==> src/rtl/video_timing_gen.sv <==
// Video timing and test-pattern source: hsync/vsync/de plus pixel data with
// burst or free-run operation and frame-boundary enable gating.
module video_timing_gen #(
  parameter int unsigned H_ACTIVE      = 1280,
  parameter int unsigned H_SYNC        = 40,
  parameter int unsigned H_BACK_PORCH  = 220,
  parameter int unsigned H_FRONT_PORCH = 110,
  parameter int unsigned V_ACTIVE      = 720,
  parameter int unsigned V_SYNC        = 5,
  parameter int unsigned V_BACK_PORCH  = 20,
  parameter int unsigned V_FRONT_PORCH = 5,
  parameter int unsigned DATA_WIDTH    = 8,
  parameter bit          SYNC_POL      = 1'b1,
  parameter int unsigned FRAMES        = 0
) (
  input  logic                  sys_clk,
  input  logic                  n_rst,
  input  logic                  en_i,
  input  logic [1:0]            pattern_sel_i,
  output logic                  hsync_o,
  output logic                  vsync_o,
  output logic                  de_o,
  output logic [DATA_WIDTH-1:0] data_o,
  output logic                  frame_start_o,
  output logic                  done_o
);

  localparam int unsigned H_TOTAL     = H_SYNC + H_BACK_PORCH + H_ACTIVE + H_FRONT_PORCH;
  localparam int unsigned V_TOTAL     = V_SYNC + V_BACK_PORCH + V_ACTIVE + V_FRONT_PORCH;
  localparam int unsigned HW          = $clog2(H_TOTAL + 1);
  localparam int unsigned VW          = $clog2(V_TOTAL + 1);
  localparam int unsigned FW          = 16;
  localparam int unsigned H_ACT_START = H_SYNC + H_BACK_PORCH;
  localparam int unsigned H_ACT_END   = H_ACT_START + H_ACTIVE;
  localparam int unsigned V_ACT_START = V_SYNC + V_BACK_PORCH;
  localparam int unsigned V_ACT_END   = V_ACT_START + V_ACTIVE;

  typedef enum logic [1:0] {StIdle, StRun, StDone} state_e;

  state_e          state_q, state_d;
  logic [HW-1:0]   h_q, h_d;
  logic [VW-1:0]   v_q, v_d;
  logic [FW-1:0]   frame_q, frame_d;
  logic [1:0]      pat_q, pat_d;

  logic                  hsync_d, vsync_d, de_d, frame_start_d, done_d;
  logic [DATA_WIDTH-1:0] data_d;

  logic [31:0] h32, v32, xw, yw;
  logic        h_last, v_last, h_act, v_act;
  logic [2:0]  bar;

  assign h32    = 32'(h_q);
  assign v32    = 32'(v_q);
  assign xw     = h32 - H_ACT_START;
  assign yw     = v32 - V_ACT_START;
  assign h_last = (h32 == H_TOTAL - 1);
  assign v_last = (v32 == V_TOTAL - 1);
  assign h_act  = (h32 >= H_ACT_START) && (h32 < H_ACT_END);
  assign v_act  = (v32 >= V_ACT_START) && (v32 < V_ACT_END);
  assign bar    = 3'((xw * 32'd8) / H_ACTIVE);

  // Next state: counters, frame count and pattern latch (frame boundaries only)
  always_comb begin
    state_d = state_q;
    h_d     = h_q;
    v_d     = v_q;
    frame_d = frame_q;
    pat_d   = pat_q;
    unique case (state_q)
      StIdle: begin
        frame_d = '0;
        if (en_i) begin
          state_d = StRun;
          h_d     = '0;
          v_d     = '0;
          pat_d   = pattern_sel_i;
        end
      end
      StRun: begin
        if (h_last) begin
          h_d = '0;
          v_d = v_last ? '0 : v_q + VW'(1);
        end else begin
          h_d = h_q + HW'(1);
        end
        if (h_last && v_last) begin
          frame_d = frame_q + FW'(1);
          pat_d   = pattern_sel_i;
          if (FRAMES != 0 && (32'(frame_q) + 32'd1) == FRAMES) begin
            state_d = StDone;
          end else if (!en_i) begin
            state_d = StIdle;
            frame_d = '0;
          end
        end
      end
      StDone: begin
        if (!en_i) begin
          state_d = StIdle;
          frame_d = '0;
        end
      end
      default: state_d = StIdle;
    endcase
  end

  // Output decode for the current counter position; registered below
  always_comb begin
    hsync_d       = ~SYNC_POL;
    vsync_d       = ~SYNC_POL;
    de_d          = 1'b0;
    data_d        = '0;
    frame_start_d = 1'b0;
    done_d        = (state_q == StDone);
    if (state_q == StRun) begin
      hsync_d       = (h32 < H_SYNC) ? SYNC_POL : ~SYNC_POL;
      vsync_d       = (v32 < V_SYNC) ? SYNC_POL : ~SYNC_POL;
      frame_start_d = (h_q == '0) && (v_q == '0);
      de_d          = h_act && v_act;
      if (h_act && v_act) begin
        unique case (pat_q)
          2'd0: data_d = DATA_WIDTH'(xw);
          2'd1: data_d = DATA_WIDTH'(bar) << (DATA_WIDTH - 3);
          2'd2: data_d = (((xw ^ yw) & 32'd8) != 32'd0) ? '1 : '0;
          2'd3: data_d = DATA_WIDTH'(frame_q);
          default: data_d = '0;
        endcase
      end
    end
  end

  always_ff @(posedge sys_clk or negedge n_rst) begin
    if (!n_rst) begin
      state_q       <= StIdle;
      h_q           <= '0;
      v_q           <= '0;
      frame_q       <= '0;
      pat_q         <= '0;
      hsync_o       <= ~SYNC_POL;
      vsync_o       <= ~SYNC_POL;
      de_o          <= 1'b0;
      data_o        <= '0;
      frame_start_o <= 1'b0;
      done_o        <= 1'b0;
    end else begin
      state_q       <= state_d;
      h_q           <= h_d;
      v_q           <= v_d;
      frame_q       <= frame_d;
      pat_q         <= pat_d;
      hsync_o       <= hsync_d;
      vsync_o       <= vsync_d;
      de_o          <= de_d;
      data_o        <= data_d;
      frame_start_o <= frame_start_d;
      done_o        <= done_d;
    end
  end

endmodule
==> config.mk <==
export PLATFORM = sky130hd
export DESIGN_NAME = video_timing_gen
export DESIGN_NICKNAME = d
export VERILOG_FILES = /design/src/rtl/video_timing_gen.sv
export SDC_FILE = /design/constraint.sdc
export NUM_CORES = 1
export LEC_CHECK = 0
export ABC_AREA = 1
export ABC_CLOCK_PERIOD_IN_PS = 3600
export CORE_ASPECT_RATIO = 1.1
export CORE_MARGIN = 2
export CORE_UTILIZATION = 50
export CTS_CLUSTER_SIZE = 16
export DETAILED_ROUTE_END_ITERATION = 10
export GPL_ROUTABILITY_DRIVEN = 0
export PLACE_DENSITY = 0.79
export SLEW_MARGIN = 15
export SYNTH_ARGS = -nofsm -noshare
export SYNTH_HDL_FRONTEND = slang
export SYNTH_SLANG_ARGS = --single-unit
==> constraint.sdc <==
create_clock -name sys_clk -period 3.6 [get_ports sys_clk]
set_clock_uncertainty 0.2 [all_clocks]
set_input_delay 0.72 -clock sys_clk [delete_from_list [all_inputs] [get_ports sys_clk]]
set_output_delay 0.72 -clock sys_clk [all_outputs]
set_load 0.01 [all_outputs]
==> results of run 1 <==
-- sequential cells by signal, summed over array words and instances (netlist names), 2 cells and up --
register  cells
frame_q       8
pat_q         2
h_q          11
data_o        8
v_q          10
-- metrics by stage --
stage,power (mW),utilization
6_report,2.49,0.578
5_1_grt,2.72,0.578
4_1_cts,2.50,0.578
3_5_place_dp,2.15,0.561
3_3_place_gp,2.11,0.561
2_1_floorplan,1.85,-
-- cells by family (layout without fill, tap and decap cells) --
| group | after synthesis | in the layout | share of synthesized area |
|---|---|---|---|
| fa+ha+maj | 13 | 13 | 0.0528 |
| simple gates | 186 | 186 | 0.335 |
| buf+inv | 71 | 88 | 0.0943 |
| xor+xnor | 7 | 7 | 0.0224 |
| compound gates | 72 | 72 | 0.136 |
| flops | 44 | 44 | 0.358 |
| other cells | 1 | 1 | 0.00122 |
-- cell type report --
class	count	area share
clock buffer	5	0.0204
clock inverter	3	0.00779
inverter	64	0.0712
multi-input combinational	279	0.500
sequential	44	0.326
tap	77	0.0286
timing repair buffer	16	0.0460
-- cell usage after synthesis (all sizes together) (3+ instances only) --
cell type  instances  area share
a21oi             23       0.040
xor2               6       0.020
nand4             10       0.025
a211oi             5       0.012
nand3             42       0.084
clkbuf             4      0.0085
o22ai              5       0.010
inv               64       0.078
dfrtp             44        0.36
buf                3      0.0077
nor2              39       0.073
o21ai             28       0.047
nand2             73        0.11
ha                13       0.053
nor3              14       0.024
-- path summary, 6_finish.rpt --
check	startpoint	endpoint	slack [ns]	cells past startpoint
worst max-delay path	h_q[3]$_DFFE_PN0P_	data_o[5]$_DFF_PN0_	0.64	23
min in group sys_clk	v_q[7]$_DFFE_PN0P_	v_q[7]$_DFFE_PN0P_	0.35	2
worst min-delay path	n_rst	frame_q[0]$_DFFE_PN0N_	0.35	1
worst max register to register	h_q[3]$_DFFE_PN0P_	data_o[5]$_DFF_PN0_	0.64	23
max in group asynchronous	n_rst	h_q[9]$_DFFE_PN0P_	2.23	1
worst min register to register	v_q[7]$_DFFE_PN0P_	v_q[7]$_DFFE_PN0P_	0.35	2
-- where the power goes --
| group | switching, mW | internal (mW) |
|---|---|---|
| Combinational | 0.893 | 0.524 |
| Clock | 0.196 | 0.143 |
| Sequential | 0.141 | 0.594 |
| Total | 1.23 | 1.26 |
-- routing by layer --
metal,global-route usage,vias to the layer above,share of wire
li1,-,1338,-
met4,0.0705,0,0.018
met3,0.0365,13,0.045
met2,0.385,77,0.50
met1,0.274,1278,0.43
met5,0,-,0
-- critical path, cell delays in order, from the launching register on --
cell	delay (ns)
dfrtp_1	0.47
inv_1	0.20
ha_1	0.30
inv_2	0.04
nand2_1	0.05
nand2_1	0.07
nor2_1	0.17
nand3_4	0.12
nor2_8	0.14
nand2_2	0.07
nand2_4	0.07
nand2_2	0.07
nand2_4	0.08
nand3_4	0.08
nand2_4	0.08
nand2_1	0.06
nand3_1	0.11
nand2_1	0.06
nand2_1	0.07
nand2_1	0.05
nand2_1	0.05
nand4_1	0.07
nand2_1	0.08
a21oi_2	0.05
==> run metrics, run 1 <==
critical path peak fanout 7; final worst slack between 0.6 and 0.7 ns; vias post-DR 2706; largest net degree at the start of global routing 45; design area about 3400 sq um; Die Width 78.8 um; Die H around 86 um; cells after synthesis 394; RSZ-0062 raised after global routing no; Fin Hold WS about 0.35 ns; Worst Tran Pin Value slightly below 1 ns; DP HPWL about 5100 um; Initial Util 0.527; post-route antenna net violation count 0; Tcrit/Tclk final 0.821; final hold vios 0; final net count 428; Inst Count DP 480; slew margin rel. 0.348; non-filler instance count after layout approximately 490; Worst VDD drop around 0.43 mV; # hold bufs at CTS 0; Critical Path AT between 2 and 3 ns; multi-input combinational cell area between 1500 and 2000 sq um; Ports 18; number of port buffers 16; status completed; iteration-0 DRC count of the detailed router between 150 and 200; fmax around 340 MHz; leakage power ~1.6 nW; # diodes 0; clock latency on the worst-skew pair between 0.3 and 0.4 ns; Max-Cap Viols 0; Post-Syn Nets between 400 and 500; Setup CP Type reg -> reg; # resized after CTS 0; die area just under 7000 sq um; layout cells sized above 1 0.136; vias in the first global route approximately 2600; synthesized flop and latch total 44; Core Rows 29; clk root buf clkbuf_8; Required @ worst endpoint approximately 3.6 ns; Hold WC Path Type in -> async; Avg Vias per Cell between 5 and 6; library cells used by synthesis 48; first-pass GRT wire length 11800 um; drt total wl just under 7000 um; Setup WS pre-CTS 0.674 ns; setup TNS 0 ns; commonest cells after routing, fill and taps aside nand2_1 (58), inv_1 (53), dfrtp_1 (44), nand3_1 (37), nor2_1 (30); Clock Tree Buf Depth 2; Worst setup SP type register; Power Dens Cells 738 nW/um^2; mapped cell area 3080 sq um; CTS H-Tree Depth 2; commonest non-fill, non-tap cell in the layout nand2_1; max-slew violations 0; Area Growth Syn to Fin 9.63%; filler cell count in the final layout roughly 530; Residual DRC 0; Crit. End Element register; Post-DP Area ~3300 sq um; CTS buffer count 5; Mapped Avg Cell Area 7.81 sq um; Pre-antenna DRT Iters 4; global route overflow 0; GRT Overall Usage 0.219; Core Area a little under 6000 sq um; initial antenna violation count 0; Clock Pin Slew Worst Setup and Hold Paths around 0.1 ns; Post-synth EDFFs 0; Wirelength per Cell approximately 14 um; final setup fails 0; # clock sinks between 40 and 50; Seq/Total Area, Yosys 0.358; Sequential Area 1100 sq um; postcts setup bufs 0; Async SR Flop Fraction 1.00; YS warnings 0; Synth Flop Type dfrtp_1; CTS tree built; fin crit period approximately 3.0 ns
No activity file was read; power rests on OpenSTA's default activity.
==> run 2: changes to the inputs <==
--- a/config.mk
+++ b/config.mk
@@ -6,7 +6,7 @@
 export NUM_CORES = 1
 export LEC_CHECK = 0
 export ABC_AREA = 1
-export ABC_CLOCK_PERIOD_IN_PS = 3600
+export ABC_CLOCK_PERIOD_IN_PS = 2880
 export CORE_ASPECT_RATIO = 1.1
 export CORE_MARGIN = 2
 export CORE_UTILIZATION = 50
==> constraint.sdc (replaced) <==
create_clock -name sys_clk -period 2.88 [get_ports sys_clk]
set_clock_uncertainty 0.2 [all_clocks]
set_input_delay 0.576 -clock sys_clk [delete_from_list [all_inputs] [get_ports sys_clk]]
set_output_delay 0.576 -clock sys_clk [all_outputs]
set_load 0.01 [all_outputs]
==> run 2 against run 1 <==
Register-to-register slack worse by 0.42 ns. Via count down 0.78%. Core utilization up 2.5 points. Routed wire length up 0.27%. Highest routed layer unchanged. Critical path type unchanged. Critical endpoint is now frame_q[7]$_DFFE_PN0N_. Worst hold slack worse by 0.33 ns.
==> run metrics, run 2 (synthesis gave the netlist of run 1 again) <==
final worst slack 0.221 ns (was 0.644 ns); Pre-antenna DRT Iters 5 (was 4); final net count 435 (was 428); Fin Hold WS 0.0182 ns (was 0.348 ns); Clock Tree Buf Depth 2 (unchanged); critical path peak fanout 8 (was 7); Setup WS pre-CTS 0.0571 ns (was 0.674 ns); Tcrit/Tclk final 0.923 (was 0.821); Residual DRC 0 (unchanged); global route overflow 0 (unchanged); CTS buffer count 5 (unchanged); biggest regs h_q (11), v_q (10) (unchanged); CP max stage delay 0.39 ns (was 0.47 ns); largest net degree at the start of global routing 24 (was 45); post-route antenna net violation count 0 (unchanged); Critical Path AT 2.64 ns (was 2.95 ns); Wirelength per Cell 13.7 um (was 13.9 um); Avg Vias per Cell 5.42 (was 5.55); Die H 86.3 um (unchanged); Setup CP Type reg -> reg (unchanged); commonest non-fill, non-tap cell in the layout nand2_1 (unchanged); leakage power 1.67 nW (was 1.61 nW); Core Area 5840 sq um (unchanged); Worst VDD drop 0.534 mV (was 0.431 mV); Max-Cap Viols 0 (unchanged); Hold WC Path Type in -> async (unchanged); final hold vios 0 (unchanged); GRT Overall Usage 0.217 (was 0.219); Ports 18 (unchanged); final setup fails 0 (unchanged); number of port buffers 16 (unchanged); DP HPWL 5200 um (was 5150 um); max-slew violations 0 (unchanged); vias in the first global route 2654 (was 2608); max reg flops 11 (unchanged); vias post-DR 2685 (was 2706); Area Growth Syn to Fin 14.4% (was 9.63%); Die Width 78.8 um (unchanged); CTS H-Tree Depth 2 (unchanged); # diodes 0 (unchanged); worst path cell trace inv_1 > buf_4 > ha_1 > nand4_1 > nor3_1 > nor2_1 > nor2_2 > inv_2 > nor3_2 > and3_1 > nand2_1 > xor2_1 > nor2_1 (was inv_1 > ha_1 > inv_2 > nand2_1 > nand2_1 > nor2_1 > nand3_4 > nor2_8 > nand2_2 > nand2_4 > nand2_2 > nand2_4 > nand3_4 > nand2_4 > nand2_1 > nand3_1 > nand2_1 > nand2_1 > nand2_1 > nand2_1 > nand4_1 > nand2_1 > a21oi_2); status completed (unchanged); Required @ worst endpoint 2.86 ns (was 3.59 ns); clock latency on the worst-skew pair 0.31 ns (was 0.32 ns); die area 6800 sq um (unchanged); iteration-0 DRC count of the detailed router 114 (was 191); Core Rows 29 (unchanged); number of buffers and inverters on the critical path 3 (was 2); Critical R2R Launch h_q[3]$_DFFE_PN0P_ (unchanged); Power Dens Cells 975 nW/um^2 (was 738 nW/um^2); setup TNS 0 ns (unchanged); CP top delay family simple AND/OR/NAND/NOR gates (unchanged); Clock Pin Slew Worst Setup and Hold Paths 0.08 ns (was 0.10 ns); layout cells sized above 1 0.165 (was 0.136); Most flops, register h_q (unchanged); drt total wl 6800 um (was 6780 um); Worst setup SP type register (unchanged); CP Launch Point h_q[3]$_DFFE_PN0P_ (unchanged); # hold bufs at CTS 0 (unchanged); clk root buf clkbuf_8 (unchanged); fmax 376 MHz (was 338 MHz); initial antenna violation count 0 (unchanged); fin crit period 2.66 ns (was 2.96 ns); commonest cells after routing, fill and taps aside nand2_1 (58), inv_1 (53), dfrtp_1 (43), nand3_1 (36), nor2_1 (28) (was nand2_1 (58), inv_1 (53), dfrtp_1 (44), nand3_1 (37), nor2_1 (30)); Initial Util 0.527 (unchanged); first-pass GRT wire length 11900 um (was 11800 um); Crit. End Element register (unchanged); CP most frequent cell nor2_1 (was nand2_1); reg2reg setup slack 0.22 ns (was 0.64 ns); Crit-path slowest cell dfrtp_1 (unchanged); CTS tree built (unchanged); # clock sinks 44 (unchanged)
## run 2: changes by cell type in the layout (fill, tap and decap cells not counted), moves of 2 or more
cell / previous run / this run
bufinv_16: 0 / 3
buf_4: 0 / 7
nor2_1: 30 / 28
nor2_2: 3 / 5
inv_6: 2 / 0
## run 2: final cells by class
cell class | count | area (sq um)
inverters | 64 | 243
multi-input cells | 279 | 1710
well taps | 77 | 96.3
repair buffers | 23 | 208
fillers | 521 | 2320
clock buffers | 5 | 68.8
flip-flops and latches | 44 | 1100
clock inverters | 3 | 90.1
## run 2: where the power goes
group	internal (mW)	total, mW	switching, mW
Sequential	0.745	0.898	0.153
Clock	0.434	0.660	0.227
Combinational	0.708	1.87	1.17
## run 2: final timing paths
check | end | depth (start not counted)
worst max-delay path | frame_q[7]$_DFFE_PN0N_ | 13
worst min-delay path | frame_q[2]$_DFFE_PN0N_ | 1
worst max register to register | frame_q[7]$_DFFE_PN0N_ | 13
worst min register to register | v_q[7]$_DFFE_PN0P_ | 2
max in group asynchronous | data_o[0]$_DFF_PN0_ | 2
min in group sys_clk | v_q[7]$_DFFE_PN0P_ | 2
## run 2: repair_timing
item,in CTS,in global routing
pin swaps,0,2
setup endpoints to repair,1,4
resized for setup,1,7
buffers inserted,0,0
## run 2: metrics by stage
step                instance area (sq um)  utilization  cells  power [mW]
global route                         3520        0.603    495        3.70
finish                               3520        0.603    495        3.43
floorplan                            3080            -    394        2.32
CTS                                  3490        0.598    495        3.39
global placement                     3330        0.570    487        2.66
detailed placement                   3330        0.570    487        2.71
## run 2: layer usage
metal,share of wire,up-vias,GRT usage
met3,0.029,16,0.0292
met2,0.50,67,0.371
met5,0,-,0
li1,-,1350,-
met1,0.45,1252,0.280
met4,0.024,0,0.0878
